### src/rtl/dm_arb_pkg.sv
`default_nettype none
// ============================================================================
// Module      : dm_arb_pkg
// Description : Shared types for the data-memory port arbiter: FSM state
//               encodings and requester identifiers.
// Revision    : 1.0 - initial release
// ============================================================================
package dm_arb_pkg;

   // Arbiter FSM states
   typedef enum logic [1:0] {
      IDLE  = 2'd0,
      ISSUE = 2'd1,
      WAIT  = 2'd2
   } arb_state_e;

   // Requester identifiers; the value doubles as the bit index in req[1:0]
   typedef enum logic {
      ID_CPU = 1'b0,
      ID_LDR = 1'b1
   } req_id_e;

endpackage : dm_arb_pkg
`default_nettype wire

### src/rtl/dm_rr_pick.sv
`default_nettype none
// ============================================================================
// Module      : dm_rr_pick
// Description : Two-way combinational round-robin pick between CPU (bit 0)
//               and loader (bit 1). With lock_i asserted while the loader
//               owned the last access, only the loader may win.
// Ports       : req_i[1:0]  request vector {LDR, CPU}
//               last_id_i   requester granted most recently
//               lock_i      loader bus lock (already gated by configuration)
//               win_id_o    selected requester
//               win_vld_o   a requester was selected
// Revision    : 1.0 - initial release
// ============================================================================
module dm_rr_pick
   import dm_arb_pkg::*;
(
   input  logic [1:0] req_i,
   input  req_id_e    last_id_i,
   input  logic       lock_i,
   output req_id_e    win_id_o,
   output logic       win_vld_o
);

   always_comb begin
      win_id_o  = ID_CPU;
      win_vld_o = 1'b0;
      if (lock_i && (last_id_i == ID_LDR)) begin
         // Burst load: the CPU is held off even when the loader is momentarily idle
         win_id_o  = ID_LDR;
         win_vld_o = req_i[1];
      end else if (req_i == 2'b11) begin
         win_id_o  = (last_id_i == ID_CPU) ? ID_LDR : ID_CPU;
         win_vld_o = 1'b1;
      end else if (req_i[0]) begin
         win_id_o  = ID_CPU;
         win_vld_o = 1'b1;
      end else if (req_i[1]) begin
         win_id_o  = ID_LDR;
         win_vld_o = 1'b1;
      end
   end

endmodule : dm_rr_pick
`default_nettype wire

### src/rtl/dm_port_arbiter.sv
`default_nettype none
// ============================================================================
// Module      : dm_port_arbiter
// Description : Shares the single-port data memory between the CPU load/store
//               path and the program/data loader. One access at a time,
//               round-robin priority, registered memory strobes and grants,
//               read data routed back with a per-requester valid pulse.
// Ports       : clk/rst                   clock, synchronous active-high reset
//               cpu_* / ldr_*             requester handshakes (req/we/addr/
//                                         wdata in, gnt/rvalid out)
//               ldr_lock                  loader bus lock
//               rd_data                   shared read-return data
//               dm_addr/dm_wdata/dm_write/dm_read/dm_rdata  memory port
//               busy                      high whenever the FSM is not IDLE
// Config      : DM_ARB_LOCK_EN - when defined, ldr_lock holds the bus for the
//               loader; otherwise ldr_lock is ignored.
// Revision    : 1.0 - initial release
// ============================================================================
module dm_port_arbiter
   import dm_arb_pkg::*;
#(
   parameter int ADDR_W = 8,
   parameter int DATA_W = 32
) (
   input  logic              clk,
   input  logic              rst,
   input  logic              cpu_req,
   input  logic              cpu_we,
   input  logic [ADDR_W-1:0] cpu_addr,
   input  logic [DATA_W-1:0] cpu_wdata,
   output logic              cpu_gnt,
   output logic              cpu_rvalid,
   input  logic              ldr_req,
   input  logic              ldr_we,
   input  logic [ADDR_W-1:0] ldr_addr,
   input  logic [DATA_W-1:0] ldr_wdata,
   output logic              ldr_gnt,
   output logic              ldr_rvalid,
   input  logic              ldr_lock,
   output logic [DATA_W-1:0] rd_data,
   output logic [ADDR_W-1:0] dm_addr,
   output logic [DATA_W-1:0] dm_wdata,
   output logic              dm_write,
   output logic              dm_read,
   input  logic [DATA_W-1:0] dm_rdata,
   output logic              busy
);

   arb_state_e        state_q;
   req_id_e           last_id_q;
   req_id_e           win_id_q;
   logic              cpu_gnt_q, ldr_gnt_q;
   logic              cpu_rvalid_q, ldr_rvalid_q;
   logic              dm_write_q, dm_read_q;
   logic [ADDR_W-1:0] dm_addr_q;
   logic [DATA_W-1:0] dm_wdata_q;
   logic [DATA_W-1:0] rd_data_q;
   logic              busy_q;

   logic              lock_d;
   req_id_e           win_id_d;
   logic              win_vld_d;
   logic              sel_we_d;
   logic [ADDR_W-1:0] sel_addr_d;
   logic [DATA_W-1:0] sel_wdata_d;

`ifdef DM_ARB_LOCK_EN
   assign lock_d = ldr_lock;
`else
   // Lock feature compiled out: the input is tied off inside the arbiter
   assign lock_d = ldr_lock & 1'b0;
`endif

   dm_rr_pick u_pick (
      .req_i     ({ldr_req, cpu_req}),
      .last_id_i (last_id_q),
      .lock_i    (lock_d),
      .win_id_o  (win_id_d),
      .win_vld_o (win_vld_d)
   );

   // Request fields of the selected requester
   assign sel_we_d    = (win_id_d == ID_LDR) ? ldr_we    : cpu_we;
   assign sel_addr_d  = (win_id_d == ID_LDR) ? ldr_addr  : cpu_addr;
   assign sel_wdata_d = (win_id_d == ID_LDR) ? ldr_wdata : cpu_wdata;

   always_ff @(posedge clk) begin
      if (rst) begin
         state_q      <= IDLE;
         last_id_q    <= ID_LDR;   // CPU wins the first tie
         win_id_q     <= ID_CPU;
         cpu_gnt_q    <= 1'b0;
         ldr_gnt_q    <= 1'b0;
         cpu_rvalid_q <= 1'b0;
         ldr_rvalid_q <= 1'b0;
         dm_write_q   <= 1'b0;
         dm_read_q    <= 1'b0;
         dm_addr_q    <= '0;
         dm_wdata_q   <= '0;
         rd_data_q    <= '0;
         busy_q       <= 1'b0;
      end else begin
         // Strobes, grants and valids are single-cycle pulses
         cpu_gnt_q    <= 1'b0;
         ldr_gnt_q    <= 1'b0;
         cpu_rvalid_q <= 1'b0;
         ldr_rvalid_q <= 1'b0;
         dm_write_q   <= 1'b0;
         dm_read_q    <= 1'b0;
         case (state_q)
            IDLE: begin
               if (win_vld_d) begin
                  win_id_q   <= win_id_d;
                  dm_addr_q  <= sel_addr_d;
                  dm_wdata_q <= sel_wdata_d;
                  dm_write_q <= sel_we_d;
                  dm_read_q  <= ~sel_we_d;
                  cpu_gnt_q  <= (win_id_d == ID_CPU);
                  ldr_gnt_q  <= (win_id_d == ID_LDR);
                  busy_q     <= 1'b1;
                  state_q    <= ISSUE;
               end
            end
            ISSUE: begin
               last_id_q <= win_id_q;
               if (dm_write_q) begin
                  busy_q  <= 1'b0;
                  state_q <= IDLE;
               end else begin
                  // Memory returns data in the next cycle; flag it now
                  cpu_rvalid_q <= (win_id_q == ID_CPU);
                  ldr_rvalid_q <= (win_id_q == ID_LDR);
                  state_q      <= WAIT;
               end
            end
            WAIT: begin
               rd_data_q <= dm_rdata;
               busy_q    <= 1'b0;
               state_q   <= IDLE;
            end
            default: begin
               busy_q  <= 1'b0;
               state_q <= IDLE;
            end
         endcase
      end
   end

   // Memory data is forwarded during WAIT and held afterwards
   assign rd_data    = (state_q == WAIT) ? dm_rdata : rd_data_q;
   assign cpu_gnt    = cpu_gnt_q;
   assign ldr_gnt    = ldr_gnt_q;
   assign cpu_rvalid = cpu_rvalid_q;
   assign ldr_rvalid = ldr_rvalid_q;
   assign dm_addr    = dm_addr_q;
   assign dm_wdata   = dm_wdata_q;
   assign dm_write   = dm_write_q;
   assign dm_read    = dm_read_q;
   assign busy       = busy_q;

endmodule : dm_port_arbiter
`default_nettype wire
### config.mk
export PLATFORM = sky130hd
export DESIGN_NAME = dm_port_arbiter
export DESIGN_NICKNAME = d
export VERILOG_FILES = /design/src/rtl/dm_arb_pkg.sv /design/src/rtl/dm_rr_pick.sv /design/src/rtl/dm_port_arbiter.sv
export SDC_FILE = /design/constraint.sdc
export NUM_CORES = 1
export LEC_CHECK = 0
export ABC_CLOCK_PERIOD_IN_PS = 1540
export CORE_MARGIN = 8
export CORE_UTILIZATION = 37
export CTS_CLUSTER_SIZE = 25
export DETAILED_ROUTE_END_ITERATION = 8
export PLACE_DENSITY = 0.78
export RECOVER_POWER = 25
export SYNTH_ARGS = -nofsm -noshare
export SYNTH_HDL_FRONTEND = slang
export SYNTH_SLANG_ARGS = --single-unit
export TNS_END_PERCENT = 10
### constraint.sdc
create_clock -name clk -period 1.54 [get_ports clk]
set_input_delay 0.231 -clock clk [delete_from_list [all_inputs] [get_ports clk]]
set_output_delay 0.231 -clock clk [all_outputs]
set_load 0.01 [all_outputs]
[Word level (Yosys, flattened, before mapping)]
Cells that the tools add are included.
Word-level totals
  bits in registers: 83
  bits of input ports: 119
  output and inout port bits: 79
Cells by class
  eq/ne operators: 5
  mux-type cells: 16
  bitwise gates (word level): 6
  reduce and logical (&&, ||, !) cells: 5
Operators by type and width (count)
  $mux 32: 2
  $mux 1: 9
  $mux 8: 1
  $not 1->1: 6
  $reduce_or 3->1: 2
  $eq 2x2->1 const B: 2
  $mux 2: 2
  $pmux 2 s2: 1
  $reduce_and 2->1: 2
  $eq 2x1->1 const B: 1
  $logic_not 2->1: 1
  $ne 2x1->1 const B: 1
  $ne 2x2->1 const B: 1
  $pmux 1 s2: 1

[Logic depth before layout (Yosys ltp)]
Gate-level depths: netlist of run 1.
  depth in word-level cells: 5
  gate-level depth with buffers: 6
  depth with buffers taken out: 3

[By module]
Synthesis of run 1 repeated with hierarchy kept, for this count alone.
Second synthesis, totals
  cell total of the unflattened synthesis: 275
  area, all modules: 3385.7 um^2
By module, submodules not included
  dm_port_arbiter: times used 1, cells each 271, area an instance 3362.0 um^2, sequential area each 1661.6 um^2
  dm_rr_pick: times used 1, cells each 4, area an instance 23.8 um^2, sequential area each 0.0 um^2

[Worst setup path after synthesis of run 1]
OpenSTA, ideal clock, no wires.
  path kind: register to register
  start point: reg state_q[1]
  end point: reg rd_data_q[23]
  library setup time: 0.128 ns
  arrival: 1.361 ns
  data required time: 1.412 ns
  path slack: 0.051 ns
  stages on the path, launching flop included: 6
  path buffers: 2
  path through: dfxtp_1 -> nor2b_1 -> buf_2 -> buf_2 -> mux2_1 -> nor2b_1
Between the ends
  word-level cells in the longest chain between the ends: 2
Ends and longest elaborated chain
  start: declaration: line dm_port_arbiter.sv:49  | arb_state_e state_q;
  start signal: assignment: line dm_port_arbiter.sv:89  | state_q <= IDLE;
  start signal: assignment: line dm_port_arbiter.sv:121  | state_q <= ISSUE;
  start signal: assignment: line dm_port_arbiter.sv:128  | state_q <= IDLE;
  $eq 2x2->1
  $mux 32
  via rd_data[23]: line dm_port_arbiter.sv:40  | output logic [DATA_W-1:0] rd_data,
  end signal: assignment: line dm_port_arbiter.sv:137  | rd_data_q <= dm_rdata;
  end: declaration: line dm_port_arbiter.sv:57  | logic [DATA_W-1:0] rd_data_q;
The timed path passes the listed nets, and every way through them passes these cells.
A chain may end at the register's enable or synchronous reset.

[Worst setup path in the final report of run 1]
  start point: reg state_q[1]
  end point: out rd_data[22]
Between the ends
  word-level cells in the longest chain between the ends: 2
Ends and longest elaborated chain
  $eq 2x2->1: line dm_port_arbiter.sv:150  | assign rd_data = (state_q == WAIT) ? dm_rdata : rd_data_q;
  $mux 32
  end: declaration: line dm_port_arbiter.sv:40
Every way passes these cells.

==> results of run 1 <==
-- cells in the mapped netlist --
| library cell | instances | area [um^2] |
|---|---|---|
| nand2_1 | 3 | 11.3 |
| a211o_1 | 1 | 8.76 |
| nor2b_1 | 38 | 238 |
| nand3b_1 | 1 | 7.51 |
| nand2b_1 | 1 | 6.26 |
| or3_1 | 1 | 6.26 |
| a211oi_1 | 1 | 7.51 |
| a21oi_1 | 2 | 10.0 |
| inv_1 | 41 | 154 |
| clkbuf_1 | 16 | 60.1 |
| a21o_1 | 1 | 7.51 |
| nor2_1 | 3 | 11.3 |
| buf_2 | 4 | 20.0 |
| mux2_1 | 29 | 327 |
| and2_1 | 1 | 6.26 |
| buf_6 | 6 | 67.6 |
| nand3_1 | 1 | 5.00 |
| nor4b_1 | 1 | 8.76 |
| dfxtp_1 | 83 | 1660 |
| a21bo_2 | 1 | 10.0 |
| mux2_2 | 3 | 33.8 |
| or2_1 | 1 | 6.26 |
| a221o_1 | 40 | 400 |
| nor3_1 | 40 | 200 |
| o32a_1 | 1 | 10.0 |
| nor3_4 | 1 | 16.3 |
-- cell type report --
class,instances,area share [%]
Timing Repair Buffer,230,39.9
Sequential cell,83,27.5
Multi-Input combinational cell,171,24.6
Inverter,41,2.54
Tap cell,108,2.23
Clock buffer,10,2.11
Clock inverter,6,1.20
-- kinds of logic (layout without fill, tap and decap cells) --
logic type	count (synthesis)	after routing
flops	83	83
simple gates	92	92
compound gates	47	47
buf+inv	67	287
mux	32	32
-- power by group through the flow --
stage	combinational (mW)	sequential (mW)	clock [mW]
4_1_cts	1.43	2.39	1.63
3_5_place_dp	1.28	2.43	0
2_1_floorplan	0.419	2.48	0
6_report	1.41	2.39	1.58
3_3_place_gp	1.26	2.43	0
5_1_grt	1.50	2.41	1.72
-- flip-flops by register name, summed over array words and instances, names as in the netlist --
name / cells
cpu_gnt: 1
ldr_rvalid: 1
win_id_q: 1
state_q: 2
busy: 1
dm_write: 1
dm_addr: 8
ldr_gnt: 1
cpu_rvalid: 1
last_id_q: 1
dm_read: 1
rd_data_q: 32
dm_wdata: 32
-- metrics by stage --
stage	hold WS [ns]	TNS, ns	power [mW]	util, %
after global routing	0.477	-17.83	5.63	69.8
final	0.484	-12.03	5.39	69.8
after floorplan	0.370	0	2.90	-
after global placement	0.464	-14.74	3.68	63.1
after CTS	0.475	-10.98	5.45	70.0
after detailed placement	0.471	-16.00	3.71	63.1
-- critical path, delay by kind of cell, from the launching register on --
family	cells	cell delay, ns
muxes	1	0.32
and+or+nand+nor	1	0.18
DFF	1	0.34
buffers and inverters	4	0.49
-- layer usage --
| layer | wire [um] | GRT usage (%) | vias up | share of wire, % |
|---|---|---|---|---|
| met1 | 4960 | 21.8 | 1504 | 41 |
| li1 | - | - | 1551 | - |
| met4 | 92 | 3.96 | 0 | 0.76 |
| met2 | 6200 | 34.0 | 124 | 52 |
| met5 | 0 | 0 | - | 0 |
| met3 | 784 | 6.17 | 7 | 6.5 |
-- worst paths after layout --
| path | endpoint | slack, ns | depth (start not counted) |
|---|---|---|---|
| setup / recovery | rd_data[22] | -0.35 | 6 |
| hold / removal | cpu_rvalid | 0.48 | 1 |
| setup reg to reg | dm_wdata[2] | -0.09 | 5 |
| hold reg to reg | cpu_rvalid | 0.48 | 1 |
-- repair_timing --
action                     in CTS  in global routing
cloned                          2                  0
setup buffers                  14                  1
resized for setup             213                 10
pin swaps                       7                 16
setup endpoints to repair      72                 78
==> flow_summary.ini, run 1 <==
[finish]
final_cell_mix = clkdlybuf4s50_1 (158), dfxtp_1 (81), inv_1 (41)
drive_above_1_share_pct = 22.4
multiInputGateArea_um2 = 1490
finalNonFillerCells = 649
ff_latch_area_um2 = 1660
diodes = 0
final_common_cell = clkdlybuf4s50_1
final_nets = 655
areaGrowthSynthToFinish_pct = 83.5
fillers = 648
final_area_um2 = 6060

[yosys]
synth-compound-area-share_pct = 13.8
syn-mean-instance-area_um2 = 10.3
synth.distinct_cells = 26
synth.ff_latch_count = 83
synth_top_family_by_area = simple AND/OR/NAND/NOR gates
syn_nets = 440
seq_area_frac_synth_pct = 50.3
synth-simple-area-share_pct = 15.8
synth_area_um2 = 3300
yosys_warnings = 0
syn_inst = 321
synth.area.mux_share_pct = 10.9
synth_fa_ha_area_share_pct = 0
synthXorXnorAreaFrac_pct = 0

[grt]
grt_pass1_vias = 3469
grt_max_degree = 33
antenna_found_initial = 0
track_usage_pct = 19.1
overflow = 0
grt_pass1_wl_um = 19100

[placed_design]
dp_hpwl_um = 8130
placed_cell_area_um2 = 5480
numPortBuffers = 196
pre_cts_slack_ns = -0.285
gp_congestion = 0.704
placed_cells = 616

[pwr]
powerDensity_nw_per_um2 = 889
pwr-share-clk_pct = 29.4
p_leak_nw = 2.55
switching_share_pct = 26.5
switchingPower_mw = 1.43
power_frac_comb_pct = 26.2
peakVddDrop_mv = 0.536
internal-power_mw = 3.96
power_frac_seq_pct = 44.4

[floorplan]
io_pins = 198
die_area_um2 = 12200
die_w_um = 110
start_util_pct = 38.0
core_area_um2 = 8680
num_rows = 34
die_h_um = 110

[routing]
viasPerCell = 4.91
routed_wl_um = 12000
dr.pass1.iters = 4
wl_per_cell_um = 18.5
vias = 3186
dr.first_iter.drc_count = 169
ant_nets = 0
drc = 0

[sta]
drv_slew = 0
hold_viol_final = 0
rsz0062_at_grt = true
min_period_ns = 1.89
fin_crit_sh_pct = 123
max-slew-margin-rel_pct = 65.4
fmax_ghz = 0.528
tightest_slew_ns = 0.512
worst_slack_ns = -0.352
finClkSkew_ns = 0.00929
finalSetupViolCount = 66

[critical_path]
crit_chain = nor2b_4 -> buf_12 -> buf_16 -> buf_12 -> mux2_4 -> buf_6
critPathCaptureType = primary output
cp_common_cell = buf_12
slowest_delay_ns = 0.34
criticalPathCategory = register to primary output
critPathSlowestCell = dfxtp_2
cp.required_ns = 1.31
crit_fanout = 7
crit-reg2reg-launch = state_q[1]
arrival_ns = 1.66
cp-start-kind = register
cp-startpoint = state_q[1]

[clock_network]
clockBufferDepth = 2
tritoncts = built
numClockSinks = 83
hold_buffers = 0
cts_root_buffer = clkbuf_8
htree_levels = 3
path_clk_slew_ns = 0.09
insertion_delay_ns = 0.35
numCtsBuffers = 9

[hold_path]
hold_start = win_id_q
hold_path_class = register to register

[status]
violations = setup timing
outcome = finished with violations

[job]
cap_violations = 0
Note: power is estimated with default switching activity, not from simulation.
==> run 2, diff against run 1 <==
--- a/config.mk
+++ b/config.mk
@@ -5,12 +5,12 @@
 export SDC_FILE = /design/constraint.sdc
 export NUM_CORES = 1
 export LEC_CHECK = 0
-export ABC_CLOCK_PERIOD_IN_PS = 1540
+export ABC_CLOCK_PERIOD_IN_PS = 2200
 export CORE_MARGIN = 8
-export CORE_UTILIZATION = 37
+export CORE_UTILIZATION = 40
 export CTS_CLUSTER_SIZE = 25
 export DETAILED_ROUTE_END_ITERATION = 8
-export PLACE_DENSITY = 0.78
+export PLACE_DENSITY = 0.83
 export RECOVER_POWER = 25
 export SYNTH_ARGS = -nofsm -noshare
 export SYNTH_HDL_FRONTEND = slang
==> constraint.sdc (replaced) <==
create_clock -name clk -period 2.2 [get_ports clk]
set_input_delay 0.33 -clock clk [delete_from_list [all_inputs] [get_ports clk]]
set_output_delay 0.33 -clock clk [all_outputs]
set_load 0.01 [all_outputs]
==> flow_summary.ini, run 2 (synthesis gave the netlist of run 1 again) <==
[placed_design]
placed_cell_area_um2 = 5360
placed_cells = 607
gp_congestion = 0.741
pre_cts_slack_ns = 0.153
numPortBuffers = 196
dp_hpwl_um = 8130

[critical_path]
r2r_setup_slack_ns = 0.69
cp.required_ns = 1.87
crit-reg2reg-launch = state_q[1]
critPathCaptureType = primary output
arrival_ns = 1.81
slowest_delay_ns = 0.38
r2r_cells = 4
critPathSlowestCell = dfxtp_4
criticalPathCategory = register to primary output
crit_chain = nor2b_4 -> buf_12 -> mux2_2 -> dlygate4sd2_1
cp-start-kind = register
r2r_end = dm_addr[1]
crit_fanout = 16

[finish]
multiInputGateArea_um2 = 1360
postLayoutCoreUtil_pct = 68.3
diodes = 0
ff_latch_area_um2 = 1670
final_nets = 633
final_common_cell = clkdlybuf4s50_1
finalNonFillerCells = 624
fillers = 647
areaGrowthSynthToFinish_pct = 67.5
final_area_um2 = 5530
final_cell_mix = clkdlybuf4s50_1 (164), dfxtp_1 (81), inv_1 (41)
drive_above_1_share_pct = 7.13

[clock_network]
clockBufferDepth = 2
hold_buffers = 0
numClockSinks = 83
htree_levels = 3
post_cts_buffers = 0
tritoncts = built
path_clk_slew_ns = 0.08
numCtsBuffers = 9
cts_root_buffer = clkbuf_8
insertion_delay_ns = 0.34

[sta]
finalSetupViolCount = 0
min_period_ns = 2.14
drv_slew = 0
fmax_ghz = 0.468
max-slew-margin-rel_pct = 73.1
tightest_slew_ns = 0.399
worst_slack_ns = 0.0648
fin_crit_sh_pct = 97.1
fin_setup_tns_ns = 0
holdWs_ns = 0.470
finClkSkew_ns = 0.0111
hold_viol_final = 0

[routing]
ant_nets = 0
highest_layer = met4
met1_length_um = 4530
viasPerCell = 4.94
wl_per_cell_um = 17.3
dr.pass1.iters = 4
vias = 3082
dr.first_iter.drc_count = 119
met3WireLength_um = 947
routed_wl_um = 10800
route.met2.wl_um = 5090
drc = 0

[floorplan]
io_pins = 198
die_area_um2 = 11400
die_h_um = 107
start_util_pct = 40.8
core_area_um2 = 8090
die_w_um = 107
num_rows = 33

[grt]
grt_pass1_vias = 3278
track_usage_pct = 18.7
antenna_found_initial = 0
grt_max_degree = 33
grt_pass1_wl_um = 17100
overflow = 0

[hold_path]
whs_path_depth = 1
hold_start = state_q[1]
hold_end = busy
hold_path_class = register to register

[pwr]
powerDensity_nw_per_um2 = 632
p_leak_nw = 2.42
peakVddDrop_mv = 0.277
power.total_mw = 3.49

[job]
cap_violations = 0

[status]
outcome = finished, final reports clean
==> run 2: cell count changes in the layout (fill, tap and decap cells not counted), sizes merged <==
cell	previous run	this run
clkinv	2	0
buf	65	12
dlygate4sd2	0	32
clkbuf	15	10
clkdlybuf4s25	2	0
clkdlybuf4s50	158	164
clkinvlp	1	4
bufinv	1	0
==> run 2: layout make-up <==
type,instances,share of cell area [%]
Timing Repair Buffer,208,37.0
Sequential cell,83,30.1
Multi-Input combinational cell,171,24.5
Inverter,41,2.78
Tap cell,105,2.38
Clock buffer,10,2.31
Clock inverter,6,0.860
==> run 2: where the power goes <==
| part | switching [mW] | internal, mW | total [mW] |
|---|---|---|---|
| logic | 0.323 | 0.504 | 0.827 |
| registers | 0.0607 | 1.61 | 1.67 |
| clock network | 0.572 | 0.418 | 0.990 |
| total | 0.955 | 2.54 | 3.49 |
==> run 2: timing repair <==
action,4_1_cts,5_1_grt
gates resized for setup,35,3
cloned,1,0
endpoints found under the setup margin,32,13
==> run 2: how the worst max path moves through the flow <==
stage / start / end / slack [ns]
CTS: state_q[1] / rd_data[23] / 0.02
global route: state_q[1] / rd_data[23] / -0.007
finish: state_q[1] / rd_data[0] / 0.06
floorplan: state_q[1] / rd_data[10] / 0.65
detailed placement: state_q[1] / rd_data[23] / 0.15
global placement: state_q[1] / rd_data[23] / 0.19
==> run 2: routing by layer <==
| layer | vias up | global-route usage [%] |
|---|---|---|
| li1 | 1501 | - |
| met1 | 1422 | 21.7 |
| met2 | 142 | 30.8 |
| met3 | 17 | 6.72 |
| met4 | 0 | 7.34 |
| met5 | - | 0 |
==> run 2: critical path, delay by kind of cell (launching register included) <==
kind,cells,cell delay (ns)
buffers and inverters,2,0.49
flip-flops,1,0.38
multiplexers,1,0.36
AND/OR/NAND/NOR,1,0.24
==> run 3, diff against run 2 <==
--- a/config.mk
+++ b/config.mk
@@ -10,8 +10,9 @@
 export CORE_UTILIZATION = 40
 export CTS_CLUSTER_SIZE = 25
 export DETAILED_ROUTE_END_ITERATION = 8
+export GPL_TIMING_DRIVEN = 0
 export PLACE_DENSITY = 0.83
-export RECOVER_POWER = 25
+export REMOVE_ABC_BUFFERS = 1
 export SYNTH_ARGS = -nofsm -noshare
 export SYNTH_HDL_FRONTEND = slang
 export SYNTH_SLANG_ARGS = --single-unit
==> flow_summary.ini, run 3 (synthesis gave the netlist of run 1 again) <==
[critical_path]
cp.required_ns = 1.87
critPathCaptureType = primary output
crit_buf_inv = 2
crit_fanout = 16
slowest_delay_ns = 0.41
critPathSlowestCell = dfxtp_4
arrival_ns = 1.76
criticalPathCategory = register to primary output
cp-start-kind = register
crit_chain = nor2b_4 -> buf_12 -> mux2_1 -> dlygate4sd2_1
critPathTopFamily = buffers and inverters

[finish]
final_area_um2 = 5540
areaGrowthSynthToFinish_pct = 67.8
final_nets = 628
final_common_cell = clkdlybuf4s50_1
drive_above_1_share_pct = 6.23
final_cell_mix = clkdlybuf4s50_1 (163), dfxtp_1 (81), inv_1 (41)
diodes = 0

[sta]
finalSetupViolCount = 0
fin_setup_tns_ns = 0
drv_slew = 0
max-slew-margin-rel_pct = 41.1
fmax_ghz = 0.478
fin_crit_sh_pct = 95.2
rsz0062_at_grt = false
hold_viol_final = 0
min_period_ns = 2.09
tightest_slew_ns = 0.884
finClkSkew_ns = 0.00836

[clock_network]
path_clk_slew_ns = 0.08
htree_levels = 3
hold_buffers = 0
tritoncts = built
clockBufferDepth = 2
numClockSinks = 83
cts_root_buffer = clkbuf_8
numCtsBuffers = 9
insertion_delay_ns = 0.33

[grt]
top_usage_layer = met2
antenna_found_initial = 0
grtUsageMet2_pct = 32.1
track_usage_pct = 19.3
grt_pass1_wl_um = 17400
overflow = 0
use_met1_pct = 20.9
grt_max_degree = 46
grt_pass1_vias = 3346
use_met3_pct = 9.54

[routing]
routed_wl_um = 11700
wl_per_cell_um = 18.8
dr.pass1.iters = 6
drc = 0
viasPerCell = 5.03
vias = 3114
ant_nets = 0
dr.first_iter.drc_count = 92

[pwr]
pwr-share-clk_pct = 28.2
power_frac_comb_pct = 24.0
power_frac_seq_pct = 47.8
powerDensity_nw_per_um2 = 634
internal-power_mw = 2.60
switching_share_pct = 26.0
peakVddDrop_mv = 0.336
switchingPower_uw = 914
power.total_mw = 3.51
p_leak_nw = 2.42

[hold_path]
hold_path_class = register to register

[job]
cap_violations = 0

[status]
outcome = finished, final reports clean

[placed_design]
placed_cell_area_um2 = 5310
gp_congestion = 0.722
dp_hpwl_um = 8560
numPortBuffers = 196

[floorplan]
die_h_um = 107
num_rows = 33
io_pins = 198
die_area_um2 = 11400
start_util_pct = 40.8
core_area_um2 = 8090
die_w_um = 107
run 3: layer usage:
layer	vias up	wire (um)
met4	0	184
li1	1494	-
met2	160	5480
met5	-	0
met3	15	1340
met1	1445	4660
run 3: path summary, 6_finish.rpt:
| check | from | end | slack, ns | depth (start not counted) |
|---|---|---|---|---|
| setup / recovery | state_q[1] | rd_data[8] | 0.11 | 4 |
| hold reg to reg | dm_write | state_q[1] | 0.48 | 1 |
| setup reg to reg | state_q[0] | dm_wdata[8] | 0.43 | 4 |
| hold / removal | dm_write | state_q[1] | 0.48 | 1 |
run 3: timing repair:
action | CTS | global route
gates resized for setup | 40 | 1
buffers inserted | 3 | 0
cloned | 1 | 1
pin swaps | 1 | 1
setup endpoints to repair | 78 | 21
run 3: power groups by stage:
stage | logic (mW) | registers (mW) | clock network (mW)
2_1_floorplan | 0.256 | 1.74 | 0
3_3_place_gp | 0.817 | 1.70 | 0
3_5_place_dp | 0.851 | 1.71 | 0
4_1_cts | 0.847 | 1.68 | 1.03
5_1_grt | 0.904 | 1.69 | 1.09
6_report | 0.843 | 1.68 | 0.988
run 3: layout make-up:
class / count / area, um^2
fill: 635 / 2550
timing repair buffer: 201 / 2020
sequential: 83 / 1670
multi-input combinational: 173 / 1380
clock buffer: 13 / 159
inverter: 41 / 154
tap: 105 / 131
clock inverter: 3 / 21.3
run 3: metrics by stage:
stage	utilization [%]	setup WS, ns	std cells	hold slack [ns]
3_3_place_gp	64.8	-2.50	596	0.462
6_report	68.4	0.106	619	0.477
2_1_floorplan	-	-0.506	295	0.402
4_1_cts	68.4	0.0965	618	0.477
3_5_place_dp	65.6	-1.72	598	0.467
5_1_grt	68.4	0.000620	619	0.499
